**src/rtl/control_unit.sv**
```systemverilog
// control_unit: Moore-style instruction sequencer for a basic accumulator
// machine. Steps IDLE -> FETCH -> DECODE -> [INDIR] -> EXEC, with sticky
// HALT/ERR states. Every output is a flop; strobes come from a latched copy
// of the instruction word, never from the live i_ir bus.
module control_unit #(
  parameter int FETCH_CYCLES = 4,
  parameter int TIMEOUT      = 15
) (
  input  logic        clk,
  input  logic        i_clr_reg,
  input  logic        i_start,
  input  logic [15:0] i_ir,
  input  logic        i_ex_done,
  input  logic        i_w_mem_ref,
  output logic        o_fetch,
  output logic        o_execute,
  output logic        o_is_ind,
  output logic        o_is_dir,
  output logic        o_clr_ac,
  output logic        o_clr_e,
  output logic        o_comp_ac,
  output logic        o_load_ac,
  output logic        o_cir_r,
  output logic        o_cir_l,
  output logic        o_inc_ac,
  output logic        o_add,
  output logic        o_load,
  output logic        o_store,
  output logic        o_branch,
  output logic        o_isz,
  output logic        o_halt,
  output logic        o_err,
  output logic [2:0]  o_state
);

  localparam int FW = $clog2(FETCH_CYCLES + 1);
  localparam int TW = $clog2(TIMEOUT + 1);

  typedef enum logic [2:0] {
    S_IDLE   = 3'd0,
    S_FETCH  = 3'd1,
    S_DECODE = 3'd2,
    S_INDIR  = 3'd3,
    S_EXEC   = 3'd4,
    S_HALT   = 3'd5,
    S_ERR    = 3'd6
  } state_t;

  typedef struct packed {
    logic fetch;
    logic execute;
    logic is_ind;
    logic is_dir;
    logic clr_ac;
    logic clr_e;
    logic comp_ac;
    logic load_ac;
    logic cir_r;
    logic cir_l;
    logic inc_ac;
    logic add;
    logic load;
    logic store;
    logic branch;
    logic isz;
    logic halt;
    logic err;
  } ctl_t;

  state_t          state_q, state_d;
  logic [FW-1:0]   fcnt_q, fcnt_d;
  logic [TW-1:0]   wcnt_q, wcnt_d;
  logic [15:0]     ir_q, ir_d;
  ctl_t            ctl_q, ctl_d;

  logic            ind_bit;
  logic [2:0]      opcode;
  logic [3:0]      rop;
  logic            is_mem, is_reg, is_hlt, is_ill;

  assign ind_bit = ir_q[15];
  assign opcode  = ir_q[14:12];
  assign rop     = ir_q[11:8];

  // Classify the latched instruction word.
  always_comb begin
    is_mem = 1'b0;
    is_reg = 1'b0;
    is_hlt = 1'b0;
    is_ill = 1'b0;
    case (opcode)
      3'b001, 3'b010, 3'b011, 3'b100, 3'b110: is_mem = 1'b1;
      3'b111: begin
        if (ind_bit) begin
          is_ill = 1'b1;
        end else begin
          case (rop)
            4'b0001, 4'b0010, 4'b0011, 4'b0100,
            4'b0101, 4'b0110, 4'b0111: is_reg = 1'b1;
            4'b1111:                   is_hlt = 1'b1;
            default:                   is_ill = 1'b1;
          endcase
        end
      end
      default: is_ill = 1'b1;
    endcase
  end

  // Next-state logic: counters default to zero so they clear on every state change.
  always_comb begin
    state_d = state_q;
    fcnt_d  = '0;
    wcnt_d  = '0;
    ir_d    = ir_q;
    case (state_q)
      S_IDLE: begin
        if (i_start) state_d = S_FETCH;
      end
      S_FETCH: begin
        if (fcnt_q == FW'(FETCH_CYCLES - 1)) begin
          state_d = S_DECODE;
          ir_d    = i_ir;
        end else begin
          fcnt_d = fcnt_q + 1'b1;
        end
      end
      S_DECODE: begin
        if (is_hlt)                state_d = S_HALT;
        else if (is_ill)           state_d = S_ERR;
        else if (is_mem && ind_bit) state_d = S_INDIR;
        else                       state_d = S_EXEC;
      end
      S_INDIR: begin
        // The resolve flag takes priority over an expiring wait counter.
        if (i_w_mem_ref)                         state_d = S_EXEC;
        else if (wcnt_q == TW'(TIMEOUT - 1))     state_d = S_ERR;
        else                                     wcnt_d = wcnt_q + 1'b1;
      end
      S_EXEC: begin
        // i_start is only consulted here, so dropping it never aborts an instruction.
        if (i_ex_done)                           state_d = i_start ? S_FETCH : S_IDLE;
        else if (wcnt_q == TW'(TIMEOUT - 1))     state_d = S_ERR;
        else                                     wcnt_d = wcnt_q + 1'b1;
      end
      S_HALT:  state_d = S_HALT;
      S_ERR:   state_d = S_ERR;
      default: state_d = S_ERR;
    endcase
  end

  // Output decode from the upcoming state so outputs can be registered alongside it.
  always_comb begin
    ctl_d = '0;
    case (state_d)
      S_FETCH: ctl_d.fetch  = 1'b1;
      S_INDIR: ctl_d.is_ind = 1'b1;
      S_EXEC: begin
        ctl_d.execute = 1'b1;
        ctl_d.is_dir  = is_mem;
        if (is_mem) begin
          case (opcode)
            3'b001:  ctl_d.add    = 1'b1;
            3'b010:  ctl_d.load   = 1'b1;
            3'b011:  ctl_d.store  = 1'b1;
            3'b100:  ctl_d.branch = 1'b1;
            3'b110:  ctl_d.isz    = 1'b1;
            default: ;
          endcase
        end else if (is_reg) begin
          case (rop)
            4'b0001: ctl_d.clr_ac  = 1'b1;
            4'b0010: ctl_d.clr_e   = 1'b1;
            4'b0011: ctl_d.comp_ac = 1'b1;
            4'b0100: ctl_d.load_ac = 1'b1;
            4'b0101: ctl_d.cir_r   = 1'b1;
            4'b0110: ctl_d.cir_l   = 1'b1;
            4'b0111: ctl_d.inc_ac  = 1'b1;
            default: ;
          endcase
        end
      end
      S_HALT:  ctl_d.halt = 1'b1;
      S_ERR:   ctl_d.err  = 1'b1;
      default: ;
    endcase
  end

  // State, counters, decode register and output flops; i_clr_reg clears all asynchronously.
  always_ff @(posedge clk or posedge i_clr_reg) begin
    if (i_clr_reg) begin
      state_q <= S_IDLE;
      fcnt_q  <= '0;
      wcnt_q  <= '0;
      ir_q    <= '0;
      ctl_q   <= '0;
    end else begin
      state_q <= state_d;
      fcnt_q  <= fcnt_d;
      wcnt_q  <= wcnt_d;
      ir_q    <= ir_d;
      ctl_q   <= ctl_d;
    end
  end

  assign o_fetch   = ctl_q.fetch;
  assign o_execute = ctl_q.execute;
  assign o_is_ind  = ctl_q.is_ind;
  assign o_is_dir  = ctl_q.is_dir;
  assign o_clr_ac  = ctl_q.clr_ac;
  assign o_clr_e   = ctl_q.clr_e;
  assign o_comp_ac = ctl_q.comp_ac;
  assign o_load_ac = ctl_q.load_ac;
  assign o_cir_r   = ctl_q.cir_r;
  assign o_cir_l   = ctl_q.cir_l;
  assign o_inc_ac  = ctl_q.inc_ac;
  assign o_add     = ctl_q.add;
  assign o_load    = ctl_q.load;
  assign o_store   = ctl_q.store;
  assign o_branch  = ctl_q.branch;
  assign o_isz     = ctl_q.isz;
  assign o_halt    = ctl_q.halt;
  assign o_err     = ctl_q.err;
  assign o_state   = state_q;

endmodule
```
**config.mk**
```make
export PLATFORM = sky130hd
export DESIGN_NAME = control_unit
export DESIGN_NICKNAME = d
export VERILOG_FILES = /design/src/rtl/control_unit.sv
export SDC_FILE = /design/constraint.sdc
export NUM_CORES = 1
export LEC_CHECK = 0
export CORE_AREA = 2 2 58 60
export CTS_BUF_LIST = sky130_fd_sc_hd__clkbuf_4
export DETAILED_ROUTE_END_ITERATION = 10
export DIE_AREA = 0 0 60 62
export PLACE_DENSITY = 0.95
export SYNTH_ARGS = -nofsm -noshare
export SYNTH_HDL_FRONTEND = slang
export SYNTH_SLANG_ARGS = --single-unit
```
**constraint.sdc**
```tcl
create_clock -name clk -period 4.13 [get_ports clk]
set_clock_uncertainty 0.15 [all_clocks]
set_input_delay 0.826 -clock clk [delete_from_list [all_inputs] [get_ports clk]]
set_output_delay 0.826 -clock clk [all_outputs]
set_load 0.01 [all_outputs]
```
# Word-level counts from Yosys, hierarchy flattened
# Cells that the tools add are included.
totals:
  wordCells: 103
  out_inout_bits: 21
  register_bits: 44
op_classes:
  muxes: 47
  n_eq_ne: 26
  n_reduce_logical: 6
  add_sub_neg: 2
ops:
  columns: ["op", "count"]
  rows:
  - ["3-bit 2-to-1 mux", 10]
  - ["1-bit 2-to-1 mux", 27]
  - ["3-bit equality test, second input constant", 8]
  - ["3-bit by 2-bit equality test with 1-bit output, second input constant", 6]
  - ["3-bit one-hot mux with 6 select lines", 1]
  - ["4-bit by 3-bit equality test with 1-bit output, second input constant", 4]
  - ["7-bit 2-to-1 mux", 2]
  - ["13-bit 2-to-1 mux", 1]
  - ["4-bit 2-to-1 mux", 3]
  - ["3-bit by 1-bit equality test with 1-bit output, second input constant", 3]
  - ["4-bit by 2-bit equality test with 1-bit output, second input constant", 2]
  - ["4-bit equality test, second input constant", 2]
  - ["4-bit one-hot mux with 2 select lines", 1]
  - ["8-bit OR reduction", 1]
  - ["7-bit OR reduction", 1]
  - ["5-bit 2-to-1 mux", 1]
  - ["5-bit OR reduction", 1]
  - ["4-bit by 1-bit adder with 4-bit output, second input constant", 1]
  - ["4-bit by 1-bit equality test with 1-bit output, second input constant", 1]
  - ["3-bit by 1-bit adder with 3-bit output, second input constant", 1]
  - ["3-bit zero test", 1]
  - ["1-bit one-hot mux with 2 select lines", 1]
  - ["2-bit AND reduction", 1]
  - ["1-bit logical AND", 1]

# Depth between registers and ports, before layout
# Gate-level depths: netlist of the first run.
logic_depth:
  word_depth: 10
  depth_mapped: 9

# Worst setup path before layout of the first run
# OpenSTA, ideal clock, no wires.
synth_path:
  path_type: "input port to flip-flop"
  from: "input port i_ex_done"
  to: "register ctl_q (netlist bit o_cir_l)"
  path_buffers: 2
  path_slack_ns: 1.637
  t_required_ns: 3.878
  arrival_time_ns: 2.241
  path_stages: 7
  cell_sequence: "nand2b_1 a32o_1 a211o_1 or3_1 buf_2 buf_6 nor4_1"
synth_lines:
  columns: ["item", "line_no", "text"]
  rows:
  - ["start, declared", "13", "input logic i_ex_done,"]
  - ["end signal, assigned", "201", "ctl_q <= ctl_d;"]
  - ["end, declared", "74", "ctl_t ctl_q, ctl_d;"]

==> impl_metrics.yaml, run 1 <==
status:
  status: "completed"
synth:
  synthCells: 145
  ys_warn_count: 0
  synth-xor-area-share_pct: 0
  synth_top_family_by_area: "simple AND/OR/NAND/NOR gates"
  synth_top_area_share_pct: 56.7
  synth_compound_area_share_pct: 8.51
  synthFlopType: "dfrtp_1"
  synth_nets: 169
  synth-simple-area-share_pct: 21.8
  ys_seq_area_share_pct: 56.7
  synth_cell_type_count: 35
  synthArstFlopShare_pct: 100
  muxShareOfSynthArea_pct: 5.67
  synth_seq_cells: 36
  avgSynthCellArea_um2: 11.0
  synth_edf_count: 0
  yosys.area_share.adder_pct: 2.36
  ys_top_cells_by_area: "dfrtp_1, mux2_2, nor4_1, nor2_1, ha_1"
  yosysTopAreaCell: "dfrtp_1"
  synth_area_mm2: 0.00159
sta:
  tns_ns: 0
  finalCritPeriodShare_pct: 69.3
  relSlewSlack_pct: 24.0
  max_freq_mhz: 349
  period_minus_slack_ns: 2.86
  drv_slew: 0
  worst-slew-pin-transition_ns: 1.14
  setup_viol: 0
  rsz0062_at_grt: "false"
  finalHoldViolCount: 0
global_route:
  overflow: 0
  grt_pass1_vias: 1005
  antenna_found_initial: 0
  grt_max_degree: 21
  grt_usage_pct: 15.7
  grt_pass1_wl_um: 4200
setup_path:
  crit_buf_inv: 1
  crit_fanout: 14
  worst-r2r-setup-slack_ns: 1.49
  startpoint: "i_ex_done"
  crit_path_end: "o_is_dir"
  required_ns: 4.17
  r2r_end: "o_is_dir"
  cpLargestDelayFamily: "compound AO/OA/AOI/OAI gates"
  reg2reg_from: "fcnt_q[0]"
  slowest_delay_ns: 0.51
  crit_path_end_kind: "register"
  reg2regPathDepth: 6
  cp.depth: 6
  worstPathCellList: "clkdlybuf4s50_1, nand2b_1, a32o_1, a211o_1, or3_1, a2111oi_0"
  slowest_stage: "or3_1"
  crit_type: "in2reg"
  cp-start-kind: "input pin"
  crit_arrival_ns: 2.91
worst_hold_path:
  min_from: "fcnt_q[0]"
  min_path_type: "reg2reg"
finish:
  final_nets: 202
  num-fill-cells: 250
  multiInputGateArea_um2: 609
  antenna_cells: 0
  syn_to_final_growth_pct: 25.1
  final_cells: 225
  seq_area_um2: 901
  drive_above_1_share_pct: 9.50
power:
  totalPowerFinal_uw: 1160
  peakVddDrop_v: 0.000300
  power.density_mw_per_mm2: 583
  p_leak_uw: 0.000856
detailed_routing:
  first_pass_iters: 4
  detail-route-antenna-nets: 0
  post_drt_wl_per_cell_um: 11.2
  vias: 1152
  viasPerCell: 5.12
  routed-wl-met3_um: 103
  m1WireLength_um: 1110
  wl_met2_um: 1220
  topRoutingLayerUsed: "met4"
  drc: 0
  drt-initial-drc-count: 15
  drt-total-wl_um: 2520
clock_network:
  ctsResizeCount: 0
  clk_latency_ns: 0.33
  path_clk_slew_ns: 0.10
  htree_levels: 2
  cts.path.max_buffers: 2
  root_buffer: "clkbuf_4"
  postCtsHoldBufs: 0
  clock_sinks: 36
  post_cts_buffers: 0
  cts_buffers: 5
  cts_tree: "done"
floorplan:
  die_x_um: 60
  die_area_mm2: 0.00372
  ios: 42
  fp.dieH_um: 62
  core-area_mm2: 0.00318
  start_util_pct: 49.9
  fp-row-count: 21
placement:
  io_buffers: 33
  dp.cells: 217
  hpwl_um: 1950
  globalplace.congestion: 0.837
flow_run:
  maxCapViolCount: 0
synthesized netlist by cell type (3+ instances only):
| cell type | n |
|---|---|
| a21oi_1 | 3 |
| clkbuf_1 | 4 |
| dfrtp_1 | 36 |
| ha_1 | 3 |
| inv_1 | 8 |
| mux2_2 | 8 |
| nand2_1 | 10 |
| nand2b_1 | 6 |
| nor2_1 | 13 |
| nor2b_1 | 5 |
| nor3_1 | 5 |
| nor4_1 | 12 |
worst min-delay path by stage:
stage	end	depth (start not counted)	slack [ns]
6_report	fcnt_q[0]	1	0.28
5_1_grt	fcnt_q[0]	1	0.32
4_1_cts	fcnt_q[0]	1	0.29
3_5_place_dp	fcnt_q[0]	1	0.27
3_3_place_gp	fcnt_q[0]	1	0.27
2_1_floorplan	fcnt_q[0]	1	0.26
area by class of cell:
type | instances | share of cell area [%]
multi-input cells | 93 | 30.7
inverters | 8 | 1.51
clock buffers | 5 | 1.89
flip-flops and latches | 36 | 45.3
clock inverters | 3 | 0.693
repair buffers | 34 | 17.0
well taps | 46 | 2.90
through the flow:
stage | setup slack (ns) | instance area, um^2 | hold WS [ns] | util, %
final | 1.27 | 1990 | 0.284 | 62.5
after global routing | 1.02 | 1990 | 0.323 | 62.5
after CTS | 1.29 | 1990 | 0.289 | 62.5
after detailed placement | 0.940 | 1940 | 0.274 | 60.9
after global placement | 0.965 | 1940 | 0.267 | 60.9
after floorplan | 1.64 | 1590 | 0.256 | -
where the power goes:
| part | switching [uW] | total [uW] | internal (uW) |
|---|---|---|---|
| sequential | 106 | 545 | 439 |
| clock | 103 | 165 | 62.3 |
| combinational | 231 | 449 | 217 |
| total | 440 | 1160 | 718 |
state kept, by name, indices dropped and copies added (netlist names), 3 cells and up:
name     cells
o_state      3
ir_q         8
fcnt_q       3
wcnt_q       4
metal layers:
layer	vias to the layer above	track usage [%]
met5	-	0
met4	0	10.5
met3	10	4.55
met2	33	24.4
met1	525	19.0
li1	584	-
cell families (layout without fill, tap and decap cells):
logic type	Yosys count	count (layout)
and+or+nand+nor	64	64
DFF	36	36
AOI/OAI and AO/OA	18	18
buffers and inverters	16	50
muxes	8	8
adders and majority gates	3	3
layout by cell type (no fill, tap or decap), types with 3 or more instances in the layout:
master,count
ha_1,3
nor4_1,12
nor3_1,5
nor2b_1,5
a21oi_1,3
mux2_2,8
nand2b_1,6
inv_1,8
clkbuf_4,5
nor2_1,13
dfrtp_1,36
nand2_1,10
clkdlybuf4s50_1,33
Note: power is estimated with default switching activity, not from simulation.
==> run 2: changes to the inputs <==
Settings changed: CORE_AREA 2 2 58 60 to 2 2 63 65, DIE_AREA 0 0 60 62 to 0 0 65 67, PLACE_DENSITY 0.95 to 0.88.
Clock period 4.13 ns to 2.34 ns, I/O delays scaled along.
==> impl_metrics.yaml, run 2 (synthesized netlist as in run 1, its figures left out) <==
finish:
  final_cell_mix: "dfrtp_1, clkdlybuf4s50_1, nor2_1, buf_4, nand2_1"
  top_register: "ir_q"
  largest_reg_flops: 8
  final_nets: 216
  num-fill-cells: 271
  finalInstanceArea_mm2: 0.00228
  multiInputGateArea_um2: 762
  final_util_pct: 63.3
  mostFrequentLayoutCell: "dfrtp_1"
  final_cells: 241
  seq_area_um2: 901
  biggestRegsByFlops: "ir_q (8), wcnt_q (4)"
  antenna_cells: 0
  drive_above_1_share_pct: 23.3
  syn_to_final_growth_pct: 43.7
sta:
  finalHoldViolCount: 0
  relSlewSlack_pct: 66.2
  setup_viol: 11
  finalCritPeriodShare_pct: 105
  period_minus_slack_ns: 2.46
  worst-slew-pin-transition_ns: 0.501
  drv_slew: 0
  setup_ws_ns: -0.116
  rsz0062_at_grt: "true"
  max_freq_mhz: 407
power:
  totalPowerFinal_uw: 2670
  peakVddDrop_v: 0.000527
  p_leak_uw: 0.000991
  power.density_mw_per_mm2: 1170
floorplan:
  fp-row-count: 22
  start_util_pct: 44.0
  die_area_mm2: 0.00436
  die_x_um: 65
  ios: 42
  fp.dieH_um: 67
  core-area_mm2: 0.00361
detailed_routing:
  drt-initial-drc-count: 72
  detail-route-antenna-nets: 0
  post_drt_wl_per_cell_um: 14.2
  drt-total-wl_um: 3430
  first_pass_iters: 4
  drc: 0
  viasPerCell: 5.19
  vias: 1251
status:
  status: "complete, but fails checks"
  violations: "negative setup slack"
global_route:
  grt_max_degree: 37
  grt_pass1_vias: 1117
  overflow: 0
  grt_usage_pct: 14.5
  antenna_found_initial: 0
  grt_pass1_wl_um: 4750
setup_path:
  crit_path_end_kind: "register"
  worst-r2r-setup-slack_ns: -0.12
  crit_arrival_ns: 2.53
  required_ns: 2.41
  crit_type: "reg2reg"
  startpoint: "fcnt_q[0]"
  crit_fanout: 7
  reg2reg_from: "fcnt_q[0]"
  cp-start-kind: "register"
clock_network:
  clk_latency_ns: 0.32
  cts_tree: "done"
  root_buffer: "clkbuf_4"
  htree_levels: 2
  cts.path.max_buffers: 2
  postCtsHoldBufs: 0
  cts_buffers: 5
  clock_sinks: 36
  path_clk_slew_ns: 0.10
placement:
  io_buffers: 33
  globalplace.congestion: 0.736
  dpl_worst_slack_ns: -0.306
  post_dp_cell_area_mm2: 0.00202
  hpwl_um: 1990
  dp.cells: 230
flow_run:
  maxCapViolCount: 0
worst_hold_path:
  min_from: "fcnt_q[0]"
  min_path_type: "reg2reg"
## run 2: cell types whose count changed in the layout (fill, tap and decap cells not counted), moves of 2 or more
cell      previous run  this run
nor4_4               0         8
clkinv_2             2         0
clkbuf_4             5         7
nor4_2               0         3
buf_4                1        13
nor4_1              12         1
## run 2: critical path: stages, from the launching register on
cell,delay [ns]
dfrtp_1,0.36
ha_2,0.18
or3b_1,0.34
a32o_1,0.21
a211o_1,0.26
or3_4,0.45
buf_12,0.17
nor4_2,0.23
## run 2: power by group
group          leakage, uW  internal, uW  switching [uW]  total [uW]
logic             0.000483           656             715        1370
registers         0.000475           774             204         978
clock network    0.0000338           139             178         317
total             0.000991          1570            1100        2670
## run 2: layout make-up
class                   instances  share of cell area [%]
multi-input cells              93                    33.4
clock inverters                 1                   0.164
clock buffers                   7                    2.30
well taps                      48                    2.63
repair buffers                 48                    20.7
inverters                       8                    1.32
flip-flops and latches         36                    39.5
## run 2: stage by stage
stage / TNS, ns / hold slack, ns
2_1_floorplan: 0 / 0.256
3_3_place_gp: -3.17 / 0.266
3_5_place_dp: -3.96 / 0.274
4_1_cts: -0.0336 / 0.288
5_1_grt: -1.52 / 0.396
6_report: -0.625 / 0.385
## run 2: repair_timing
action	4_1_cts	5_1_grt
setup endpoints to repair	12	13
pin swaps	0	9
gates cloned	0	1
buffers inserted	0	2
gates resized for setup	10	16
## run 2: final timing paths
kind                             end  cells after the start
max                        o_comp_ac                      7
min                        fcnt_q[0]                      2
max reg2reg                o_comp_ac                      7
min reg2reg                fcnt_q[0]                      2
max in group asynchronous   ir_q[14]                      3
min in group asynchronous  fcnt_q[2]                      3
## run 2: per-layer routing
| layer | up-vias | part of all wire (%) | global-route usage, % |
|---|---|---|---|
| met2 | 32 | 52 | 25.4 |
| met4 | 0 | 0.73 | 7.18 |
| met5 | - | 0 | 0 |
| met1 | 609 | 45 | 16.8 |
| met3 | 2 | 3.1 | 2.87 |
| li1 | 608 | - | - |
